**config.mk**
```make
export PLATFORM = sky130hd
export DESIGN_NAME = sc_reg_serialin_flat
export DESIGN_NICKNAME = d
export VERILOG_FILES = /design/src/rtl/sc_reg_serialin_pkg.sv /design/src/rtl/sc_reg_serialin_if.sv /design/src/rtl/sc_reg_serialin_counter.sv /design/src/rtl/sc_reg_serialin.sv /design/src/flat_wrapper.sv
export SDC_FILE = /design/constraint.sdc
export NUM_CORES = 1
export LEC_CHECK = 0
export CAP_MARGIN = 20
export CORE_MARGIN = 2
export CORE_UTILIZATION = 50
export DETAILED_ROUTE_END_ITERATION = 8
export GPL_TIMING_DRIVEN = 0
export PLACE_DENSITY = 0.73
export SLEW_MARGIN = 0
export SYNTH_ARGS = -nofsm -noshare
export SYNTH_HDL_FRONTEND = slang
export SYNTH_SLANG_ARGS = --single-unit
```
**constraint.sdc**
```tcl
create_clock -name SC_RegSERIALIN_CLOCK_50 -period 3 [get_ports SC_RegSERIALIN_CLOCK_50]
set_clock_uncertainty 0.15 [all_clocks]
set_input_delay 0.6 -clock SC_RegSERIALIN_CLOCK_50 [delete_from_list [all_inputs] [get_ports SC_RegSERIALIN_CLOCK_50]]
set_output_delay 0.6 -clock SC_RegSERIALIN_CLOCK_50 [all_outputs]
set_load 0.02 [all_outputs]
```
**src/rtl/sc_reg_serialin_pkg.sv**
```systemverilog
// Shared types and sizing helpers for the serial-in register front end.
// Optional parity stage is enabled by defining SC_REGSERIALIN_PARITY_EN.
package sc_reg_serialin_pkg;

    localparam int RegSERIALIN_DEFAULT_WIDTH = 8;

    typedef enum logic [1:0] {
        ST_IDLE   = 2'd0,
        ST_SHIFT  = 2'd1,
`ifdef SC_REGSERIALIN_PARITY_EN
        ST_PARITY = 2'd2,
`endif
        ST_LOAD   = 2'd3
    } regSerialInState_t;

    // Bit counter width; a one-bit word still needs a one-bit counter.
    function automatic int regSerialInCountWidth(input int width);
        return (width > 1) ? $clog2(width) : 1;
    endfunction

endpackage

```
**src/rtl/sc_reg_serialin_if.sv**
```systemverilog
// Serial-in front-end bus: serial bit stream in, parallel load towards the general register.
// The error flag is only meaningful when SC_REGSERIALIN_PARITY_EN is defined.
interface sc_reg_serialin_if #(
    parameter int RegSERIALIN_DATAWIDTH = 8
);
    logic                             SC_RegSERIALIN_start_InLow;
    logic                             SC_RegSERIALIN_bitValid_InHigh;
    logic                             SC_RegSERIALIN_serial_In;
    logic [RegSERIALIN_DATAWIDTH-1:0] SC_RegSERIALIN_data_OutBUS;
    logic                             SC_RegSERIALIN_load_OutLow;
    logic                             SC_RegSERIALIN_busy_OutHigh;
    logic                             SC_RegSERIALIN_error_OutHigh;

    modport master (
        output SC_RegSERIALIN_start_InLow,
        output SC_RegSERIALIN_bitValid_InHigh,
        output SC_RegSERIALIN_serial_In,
        input  SC_RegSERIALIN_data_OutBUS,
        input  SC_RegSERIALIN_load_OutLow,
        input  SC_RegSERIALIN_busy_OutHigh,
        input  SC_RegSERIALIN_error_OutHigh
    );

    modport slave (
        input  SC_RegSERIALIN_start_InLow,
        input  SC_RegSERIALIN_bitValid_InHigh,
        input  SC_RegSERIALIN_serial_In,
        output SC_RegSERIALIN_data_OutBUS,
        output SC_RegSERIALIN_load_OutLow,
        output SC_RegSERIALIN_busy_OutHigh,
        output SC_RegSERIALIN_error_OutHigh
    );
endinterface

```
**src/rtl/sc_reg_serialin_counter.sv**
```systemverilog
// Received-bit counter: synchronous clear, count enable, flag on the last data bit position.
module sc_reg_serialin_counter
    import sc_reg_serialin_pkg::*;
#(
    parameter int RegSERIALIN_DATAWIDTH = RegSERIALIN_DEFAULT_WIDTH
) (
    input  logic SC_RegSERIALIN_CLOCK_50,
    input  logic SC_RegSERIALIN_RESET_InLow,
    input  logic counterClear,
    input  logic counterEnable,
    output logic counterTerminal
);
    localparam int CountW = regSerialInCountWidth(RegSERIALIN_DATAWIDTH);
    localparam logic [CountW-1:0] TermCount = CountW'(RegSERIALIN_DATAWIDTH - 1);

    logic [CountW-1:0] bitCount;

    always_ff @(posedge SC_RegSERIALIN_CLOCK_50 or negedge SC_RegSERIALIN_RESET_InLow) begin
        if (!SC_RegSERIALIN_RESET_InLow) begin
            bitCount <= '0;
        end else if (counterClear) begin
            bitCount <= '0;
        end else if (counterEnable) begin
            bitCount <= bitCount + 1'b1;
        end
    end

    assign counterTerminal = (bitCount == TermCount);

endmodule

```
**src/rtl/sc_reg_serialin.sv**
```systemverilog
// Serial-to-parallel front end for the general register: LSB-first shift-in, one-cycle load strobe.
// Define SC_REGSERIALIN_PARITY_EN to require a trailing even-parity bit per frame.
module sc_reg_serialin
    import sc_reg_serialin_pkg::*;
#(
    parameter int RegSERIALIN_DATAWIDTH = RegSERIALIN_DEFAULT_WIDTH
) (
    input logic                SC_RegSERIALIN_CLOCK_50,
    input logic                SC_RegSERIALIN_RESET_InLow,
    sc_reg_serialin_if.slave   serialBus
);
    regSerialInState_t                regState;
    logic [RegSERIALIN_DATAWIDTH-1:0] shiftReg;
    logic [RegSERIALIN_DATAWIDTH-1:0] dataReg;
    logic [RegSERIALIN_DATAWIDTH-1:0] shiftNext;
    logic [RegSERIALIN_DATAWIDTH:0]   shiftCat;
    logic                             loadReg;
    logic                             busyReg;
    logic                             startReq;
    logic                             bitValid;
    logic                             counterClear;
    logic                             counterEnable;
    logic                             counterTerminal;

    assign startReq = !serialBus.SC_RegSERIALIN_start_InLow;
    assign bitValid = serialBus.SC_RegSERIALIN_bitValid_InHigh;

    // New bit enters at the MSB so that after a full frame bit 0 holds the first bit received.
    assign shiftCat  = {serialBus.SC_RegSERIALIN_serial_In, shiftReg};
    assign shiftNext = shiftCat[RegSERIALIN_DATAWIDTH:1];

    // Start clears the count everywhere except LOAD, which ignores start.
    assign counterClear  = startReq && (regState != ST_LOAD);
    assign counterEnable = (regState == ST_SHIFT) && !startReq && bitValid;

    sc_reg_serialin_counter #(
        .RegSERIALIN_DATAWIDTH(RegSERIALIN_DATAWIDTH)
    ) u_counter (
        .SC_RegSERIALIN_CLOCK_50   (SC_RegSERIALIN_CLOCK_50),
        .SC_RegSERIALIN_RESET_InLow(SC_RegSERIALIN_RESET_InLow),
        .counterClear              (counterClear),
        .counterEnable             (counterEnable),
        .counterTerminal           (counterTerminal)
    );

`ifdef SC_REGSERIALIN_PARITY_EN
    logic errorReg;
`endif

    always_ff @(posedge SC_RegSERIALIN_CLOCK_50 or negedge SC_RegSERIALIN_RESET_InLow) begin
        if (!SC_RegSERIALIN_RESET_InLow) begin
            regState <= ST_IDLE;
            shiftReg <= '0;
            dataReg  <= '0;
            loadReg  <= 1'b1;
            busyReg  <= 1'b0;
`ifdef SC_REGSERIALIN_PARITY_EN
            errorReg <= 1'b0;
`endif
        end else begin
            case (regState)
                ST_IDLE: begin
                    if (startReq) begin
                        regState <= ST_SHIFT;
                        shiftReg <= '0;
                        busyReg  <= 1'b1;
`ifdef SC_REGSERIALIN_PARITY_EN
                        errorReg <= 1'b0;
`endif
                    end
                end
                ST_SHIFT: begin
                    // Restart beats a coincident valid bit; that bit is dropped.
                    if (startReq) begin
                        shiftReg <= '0;
                    end else if (bitValid) begin
                        shiftReg <= shiftNext;
                        if (counterTerminal) begin
`ifdef SC_REGSERIALIN_PARITY_EN
                            regState <= ST_PARITY;
`else
                            regState <= ST_LOAD;
                            dataReg  <= shiftNext;
                            loadReg  <= 1'b0;
`endif
                        end
                    end
                end
`ifdef SC_REGSERIALIN_PARITY_EN
                ST_PARITY: begin
                    if (startReq) begin
                        regState <= ST_SHIFT;
                        shiftReg <= '0;
                    end else if (bitValid) begin
                        if ((^shiftReg ^ serialBus.SC_RegSERIALIN_serial_In) == 1'b0) begin
                            regState <= ST_LOAD;
                            dataReg  <= shiftReg;
                            loadReg  <= 1'b0;
                        end else begin
                            // Bad frame: drop it, keep the previous word, flag until next start.
                            regState <= ST_IDLE;
                            busyReg  <= 1'b0;
                            errorReg <= 1'b1;
                        end
                    end
                end
`endif
                ST_LOAD: begin
                    regState <= ST_IDLE;
                    loadReg  <= 1'b1;
                    busyReg  <= 1'b0;
                end
                default: begin
                    regState <= ST_IDLE;
                    loadReg  <= 1'b1;
                    busyReg  <= 1'b0;
                end
            endcase
        end
    end

    assign serialBus.SC_RegSERIALIN_data_OutBUS  = dataReg;
    assign serialBus.SC_RegSERIALIN_load_OutLow  = loadReg;
    assign serialBus.SC_RegSERIALIN_busy_OutHigh = busyReg;
`ifdef SC_REGSERIALIN_PARITY_EN
    assign serialBus.SC_RegSERIALIN_error_OutHigh = errorReg;
`else
    assign serialBus.SC_RegSERIALIN_error_OutHigh = 1'b0;
`endif

endmodule

```
**src/flat_wrapper.sv**
```systemverilog
// flat-port wrapper written by rule: the top's interface ports become plain ports
module sc_reg_serialin_flat import sc_reg_serialin_pkg::*;
#(
    parameter int RegSERIALIN_DATAWIDTH = RegSERIALIN_DEFAULT_WIDTH
)
  (SC_RegSERIALIN_CLOCK_50, SC_RegSERIALIN_RESET_InLow, serialBus_SC_RegSERIALIN_start_InLow, serialBus_SC_RegSERIALIN_bitValid_InHigh, serialBus_SC_RegSERIALIN_serial_In, serialBus_SC_RegSERIALIN_data_OutBUS, serialBus_SC_RegSERIALIN_load_OutLow, serialBus_SC_RegSERIALIN_busy_OutHigh, serialBus_SC_RegSERIALIN_error_OutHigh);
  sc_reg_serialin_if #(.RegSERIALIN_DATAWIDTH(RegSERIALIN_DATAWIDTH)) serialBus_i ();
  input logic SC_RegSERIALIN_CLOCK_50;
  input logic SC_RegSERIALIN_RESET_InLow;
  input wire logic [$bits(serialBus_i.SC_RegSERIALIN_start_InLow)-1:0] serialBus_SC_RegSERIALIN_start_InLow;
  input wire logic [$bits(serialBus_i.SC_RegSERIALIN_bitValid_InHigh)-1:0] serialBus_SC_RegSERIALIN_bitValid_InHigh;
  input wire logic [$bits(serialBus_i.SC_RegSERIALIN_serial_In)-1:0] serialBus_SC_RegSERIALIN_serial_In;
  output wire logic [$bits(serialBus_i.SC_RegSERIALIN_data_OutBUS)-1:0] serialBus_SC_RegSERIALIN_data_OutBUS;
  output wire logic [$bits(serialBus_i.SC_RegSERIALIN_load_OutLow)-1:0] serialBus_SC_RegSERIALIN_load_OutLow;
  output wire logic [$bits(serialBus_i.SC_RegSERIALIN_busy_OutHigh)-1:0] serialBus_SC_RegSERIALIN_busy_OutHigh;
  output wire logic [$bits(serialBus_i.SC_RegSERIALIN_error_OutHigh)-1:0] serialBus_SC_RegSERIALIN_error_OutHigh;
  assign serialBus_i.SC_RegSERIALIN_start_InLow = serialBus_SC_RegSERIALIN_start_InLow;
  assign serialBus_i.SC_RegSERIALIN_bitValid_InHigh = serialBus_SC_RegSERIALIN_bitValid_InHigh;
  assign serialBus_i.SC_RegSERIALIN_serial_In = serialBus_SC_RegSERIALIN_serial_In;
  assign serialBus_SC_RegSERIALIN_data_OutBUS = serialBus_i.SC_RegSERIALIN_data_OutBUS;
  assign serialBus_SC_RegSERIALIN_load_OutLow = serialBus_i.SC_RegSERIALIN_load_OutLow;
  assign serialBus_SC_RegSERIALIN_busy_OutHigh = serialBus_i.SC_RegSERIALIN_busy_OutHigh;
  assign serialBus_SC_RegSERIALIN_error_OutHigh = serialBus_i.SC_RegSERIALIN_error_OutHigh;
  sc_reg_serialin #(.RegSERIALIN_DATAWIDTH(RegSERIALIN_DATAWIDTH)) u_core (.SC_RegSERIALIN_CLOCK_50(SC_RegSERIALIN_CLOCK_50), .SC_RegSERIALIN_RESET_InLow(SC_RegSERIALIN_RESET_InLow), .serialBus(serialBus_i));
endmodule
```
== Word-level counts from Yosys, hierarchy flattened ==
Index checks and enable logic that the tools add are counted.

* Register bits after elaboration: 23
* Bits in latches: 0
* Memory bits (writable): 0
* ROM bits: 0
* Word-level logic and storage cells: 46
* Memories: 0

* Add/subtract/negate cells: 1
* Multiply operators: 0
* Div/mod/pow operators: 0
* Order comparisons: 0
* Eq/ne operators: 8
* Shifts and indexed selects: 0
* Muxes and demuxes: 17
* Bitwise gates (word level): 2
* Reduce and logical (&&, ||, !) cells: 12

{| class="wikitable"
|+ Operators by type and width
! kind !! number
|-
| 8-bit 2-to-1 mux || 3
|-
| 8-bit one-hot mux with 2 select lines || 1
|-
| 4-bit AND reduction || 3
|-
| 2-bit 2-to-1 mux || 4
|-
| 2-bit inequality test, second input constant || 4
|-
| 3-bit 2-to-1 mux || 2
|-
| 1-bit 2-to-1 mux || 4
|-
| 1-bit one-hot mux with 2 select lines || 2
|-
| 2-bit one-hot mux with 2 select lines || 1
|-
| 2-bit nonzero test || 2
|-
| 3-bit by 1-bit adder with 3-bit output, second input constant || 1
|-
| 3-bit == test, second input constant || 1
|-
| 1-bit logical AND || 3
|-
| 3-bit inequality test, second input constant || 1
|-
| 3-bit AND reduction || 1
|-
| 2-bit by 1-bit == test with 1-bit output, second input constant || 1
|-
| 2-bit zero test || 1
|-
| 2-bit by 1-bit inequality test with 1-bit output, second input constant || 1
|-
| 1-bit NOT || 2
|-
| 2-bit AND reduction || 1
|-
| 1-bit zero test || 1
|}

== Longest topological paths before layout ==
* Depth after elaboration: 5
* Depth in mapped cells: 5
* Gate-level depth less buffers: 4

== Hierarchy ==
Synthesis repeated with hierarchy kept, for this count alone.

* Cell total of the unflattened synthesis: 69
* Area total of the unflattened synthesis: 930.9 sq um

{| class="wikitable"
|+ Modules (own cells, without submodules)
! module !! instances !! cells an instance !! area each (sq um) !! sequential area each (sq um)
|-
| sc_reg_serialin || 1 || 58 || 790.8 || 476.7
|-
| sc_reg_serialin_counter || 1 || 11 || 140.1 || 75.1
|}

== Worst setup path after synthesis ==
No wires, ideal clock.

* Kind: input -> register
* Start point: in serialBus_SC_RegSERIALIN_bitValid_InHigh
* End point: reg u_core.dataReg[0], in the netlist u_core.serialBus.SC_RegSERIALIN_data_OutBUS[0]
* Arrival time: 1.410 ns
* Setup slack: 1.315 ns
* Stages on the path: 4
* Buffers on the path: 1
* Path through: and3b_1 > and3_1 > buf_6 > mux2_4

* Longest elaborated chain between the ends: 1

{| class="wikitable"
|+ RTL lines
! element !! RTL line !! text
|-
| from (decl) || flat_wrapper.sv:11 || <nowiki>input wire logic [$bits(serialBus_i.SC_RegSERIALIN_bitValid_InHigh)-1:0] serialBus_SC_RegSERIALIN_bitValid_InH ...</nowiki>
|-
| 4-bit AND reduction (no source line) || -- ||
|-
| to (signal assigned) || sc_reg_serialin.sv:83 || <nowiki>dataReg <= shiftNext;</nowiki>
|-
| to (decl) || sc_reg_serialin.sv:14 || <nowiki>logic [RegSERIALIN_DATAWIDTH-1:0] dataReg;</nowiki>
|}

Every way passes these cells.
A chain may end at the register's enable or synchronous reset.

== Worst setup path after layout ==
* Start point: reg u_core.loadReg, in the netlist u_core.serialBus.SC_RegSERIALIN_load_OutLow
* End point: out serialBus_SC_RegSERIALIN_load_OutLow

{| class="wikitable"
|+ RTL lines
! element !! RTL line !! text
|-
| from (decl) || sc_reg_serialin.sv:17 || <nowiki>logic loadReg;</nowiki>
|-
| from (signal assigned) || sc_reg_serialin.sv:55 || <nowiki>loadReg <= 1'b1;</nowiki>
|-
| from (signal assigned) || sc_reg_serialin.sv:84 || <nowiki>loadReg <= 1'b0;</nowiki>
|-
| from (signal assigned) || sc_reg_serialin.sv:110 || <nowiki>loadReg <= 1'b1;</nowiki>
|-
| to (decl) || flat_wrapper.sv:14 || <nowiki>output wire logic [$bits(serialBus_i.SC_RegSERIALIN_load_OutLow)-1:0] serialBus_SC_RegSERIALIN_load_OutLow;</nowiki>
|}

No word-level cell between the ends.

==> key figures <==
Global route
  – Largest net degree at the start of global routing: 23
  – Vias in the first global route: 630
  – GRT overflow: 0
  – GRT Util Overall: 0.184
  – Initial antenna violation count: 0
  – First-pass GRT wire length: 2820 µm

Place
  – DP Area: 1130 µm²
  – Port bufs: 14
  – Dpl ws: 652 ps
  – Post-DP HPWL: 1180 µm
  – Gpl congestion: 0.761

Power and ir drop
  – Pwr/cell area: 407 nW/µm²
  – Peak VDD IR: 357 µV
  – P_leak: 0.554 nW

Clock tree
  – CTS buffer count: 3
  – TritonCTS clock tree: built
  – Worst skew pair latency: 300 ps
  – Bufs on Longest Clock Path: 2
  – Clk sinks: 22
  – H-tree levels: 1
  – Post-CTS setup buffer count: 0
  – Root buffer cell: clkbuf_4
  – Hold Buf Count CTS: 0
  – Worst-path clk slew: 110 ps
  – Post_cts resized: 0

Synthesis
  – EDFF count, synth: 0
  – #FFs+latches synth: 22
  – Part of the Yosys area used for sequential elements: 0.573
  – Count of cell types in the netlist: 21
  – Netlist Area Pre-Place: 963 µm²
  – Top FF cell, synth: dfrtp_1
  – Area leader, netlist: dfrtp_1
  – Largest cells by area after synthesis: dfrtp_1, mux2_4, a22o_1
  – Post-synth top area share: 0.545
  – Top cells by count, synth: dfrtp_1, a22o_1, mux2_4
  – Average size of a mapped cell: 13.4 µm²
  – Top-count cell post-synth: dfrtp_1
  – Asr flop ratio synth: 1.00
  – Cells after Synth: 72
  – Syn nets: 79
  – Synth warn: 0

Floorplanning
  – Die area: 2290 µm²
  – FP Rows: 15
  – Chip height: 47.9 µm
  – I/O pins: 16
  – Initial core utilization: 0.546
  – Placeable Area: 1760 µm²
  – Die width: 47.9 µm

STA
  – Fmax: 0.458 GHz
  – Hold Vio Cnt, Final: 0
  – Max-slew violations: 0
  – Final WS setup: 815 ps
  – Minimum clock period: 2180 ps
  – Hold Slack: 343 ps
  – RSZ-0062 raised after global routing: false
  – Slew HR: 0.372
  – Worst Tran Pin Value: 938 ps
  – TNS Setup: 0 ps
  – Period utilisation layout: 0.728
  – # setup viols final: 0

Worst setup path
  – Top Family by Delay on Critical Path: buffers and inverters
  – Critical path buffers and inverters: 1
  – CP Data Required Time: 2250 ps
  – CP cell instances: clkdlybuf4s50_1
  – Slowest cell on the critical path: clkdlybuf4s50_1
  – Slowest stage delay, CP: 600 ps
  – Kind of critical path: reg2out
  – Crit path launch type: flip-flop
  – Crit. End Element: primary output
  – Worst Path Max Fanout: 2
  – Crit path arrival time: 1430 ps

Detailed routing
  – DR DRC count: 0
  – Vias: 645
  – Final ANT Viol Nets: 0
  – Routed WL: 1660 µm
  – Initial DRT Pass Iterations: 4
  – Vias/cell: 5.61
  – Initial DRC count: 15
  – Routed WL per cell: 14.5 µm

Layout
  – Reg area: 552 µm²
  – Fill count: 158
  – Fin nets: 98
  – Design Area, Final: 1160 µm²
  – Multi-input logic area: 378 µm²
  – Area grow syn2layout: 20.5%
  – Antenna diodes: 0
  – Fraction of layout cells with a size suffix above 1: 0.156

Outcome
  – Status: finished, final reports clean

Min path
  – Hold crit path type: reg2reg

Flow run
  – Max-cap violations: 0
flip-flops by register name, indices dropped and copies added, names as in the netlist:
name,count
u_core.serialBus.SC_RegSERIALIN_data_OutBUS,8
u_core.shiftReg,7
u_core.u_counter.bitCount,3
u_core.regState,2
u_core.serialBus.SC_RegSERIALIN_busy_OutHigh,1
u_core.serialBus.SC_RegSERIALIN_load_OutLow,1
layout make-up:
| type | instances | area share |
|---|---|---|
| Multi-Input combinational cell | 44 | 0.325 |
| Timing Repair Buffer | 14 | 0.121 |
| Sequential cell | 22 | 0.475 |
| Tap cell | 25 | 0.0269 |
| Inverter | 1 | 0.00323 |
| Buffer | 5 | 0.0259 |
| Clock buffer | 4 | 0.0226 |
through the flow:
stage | instances | power (mW) | utilization
global route | 115 | 0.502 | 0.658
detailed placement | 111 | 0.345 | 0.643
CTS | 115 | 0.479 | 0.658
finish | 115 | 0.472 | 0.658
floorplan | 72 | 0.327 | -
global placement | 111 | 0.344 | 0.643
path summary, 6_finish.rpt:
kind                       slack (ps)  cells past startpoint                                               startpoint                                                    endpoint
setup / recovery                  820                      1  u_core.serialBus.SC_RegSERIALIN_load_OutLow$_DFFE_PN1P_                        serialBus_SC_RegSERIALIN_load_OutLow
hold / removal                    340                      2  u_core.serialBus.SC_RegSERIALIN_load_OutLow$_DFFE_PN1P_     u_core.serialBus.SC_RegSERIALIN_load_OutLow$_DFFE_PN1P_
setup reg to reg                 1300                      5                 u_core.u_counter.bitCount[0]$_DFFE_PN0P_  u_core.serialBus.SC_RegSERIALIN_data_OutBUS[7]$_DFFE_PN0P_
hold reg to reg                   340                      2  u_core.serialBus.SC_RegSERIALIN_load_OutLow$_DFFE_PN1P_     u_core.serialBus.SC_RegSERIALIN_load_OutLow$_DFFE_PN1P_
max in group asynchronous        1460                      1                               SC_RegSERIALIN_RESET_InLow                              u_core.regState[1]$_DFFE_PN0P_
min in group asynchronous         660                      1                               SC_RegSERIALIN_RESET_InLow  u_core.serialBus.SC_RegSERIALIN_data_OutBUS[0]$_DFFE_PN0P_
logic make-up after synthesis:
family | Yosys count | synth area share
AOI/OAI and AO/OA | 20 | 0.164
and+or+nand+nor | 12 | 0.0636
buffers and inverters | 6 | 0.0351
other | 1 | 0.00389
muxes | 9 | 0.135
DFF | 22 | 0.573
adders and majority gates | 2 | 0.0260
layer usage:
metal	routed length [µm]	track usage
met4	37	0.0973
met5	0	0
met3	61	0.0377
met1	795	0.242
met2	770	0.283
cell usage in the layout, fill, tap and decap left out:
master / Yosys / final
and3_1: 1 / 1
mux2i_1: 1 / 1
mux2_4: 8 / 8
clkbuf_4: 0 / 3
a21o_1: 1 / 1
buf_4: 1 / 1
conb_1: 1 / 1
nand3_1: 3 / 3
buf_6: 1 / 1
dfstp_2: 1 / 1
a21oi_1: 1 / 1
dfrtp_1: 21 / 21
and3b_1: 2 / 2
ha_1: 2 / 2
a22o_1: 12 / 12
clkbuf_1: 3 / 4
clkdlybuf4s50_1: 0 / 14
nor2_1: 5 / 5
a22oi_1: 2 / 2
nand2_1: 1 / 1
o21ai_0: 3 / 3
a32o_1: 1 / 1
inv_1: 1 / 1
report_power, final:
| part | leakage, nW | switching [mW] | internal (mW) | total, mW |
|---|---|---|---|---|
| logic | 0.245 | 0.0192 | 0.0143 | 0.0335 |
| registers | 0.294 | 0.00414 | 0.301 | 0.305 |
| clock network | 0.0150 | 0.0815 | 0.0518 | 0.133 |
| total | 0.554 | 0.105 | 0.367 | 0.472 |
(Power assumes the default switching activity.)
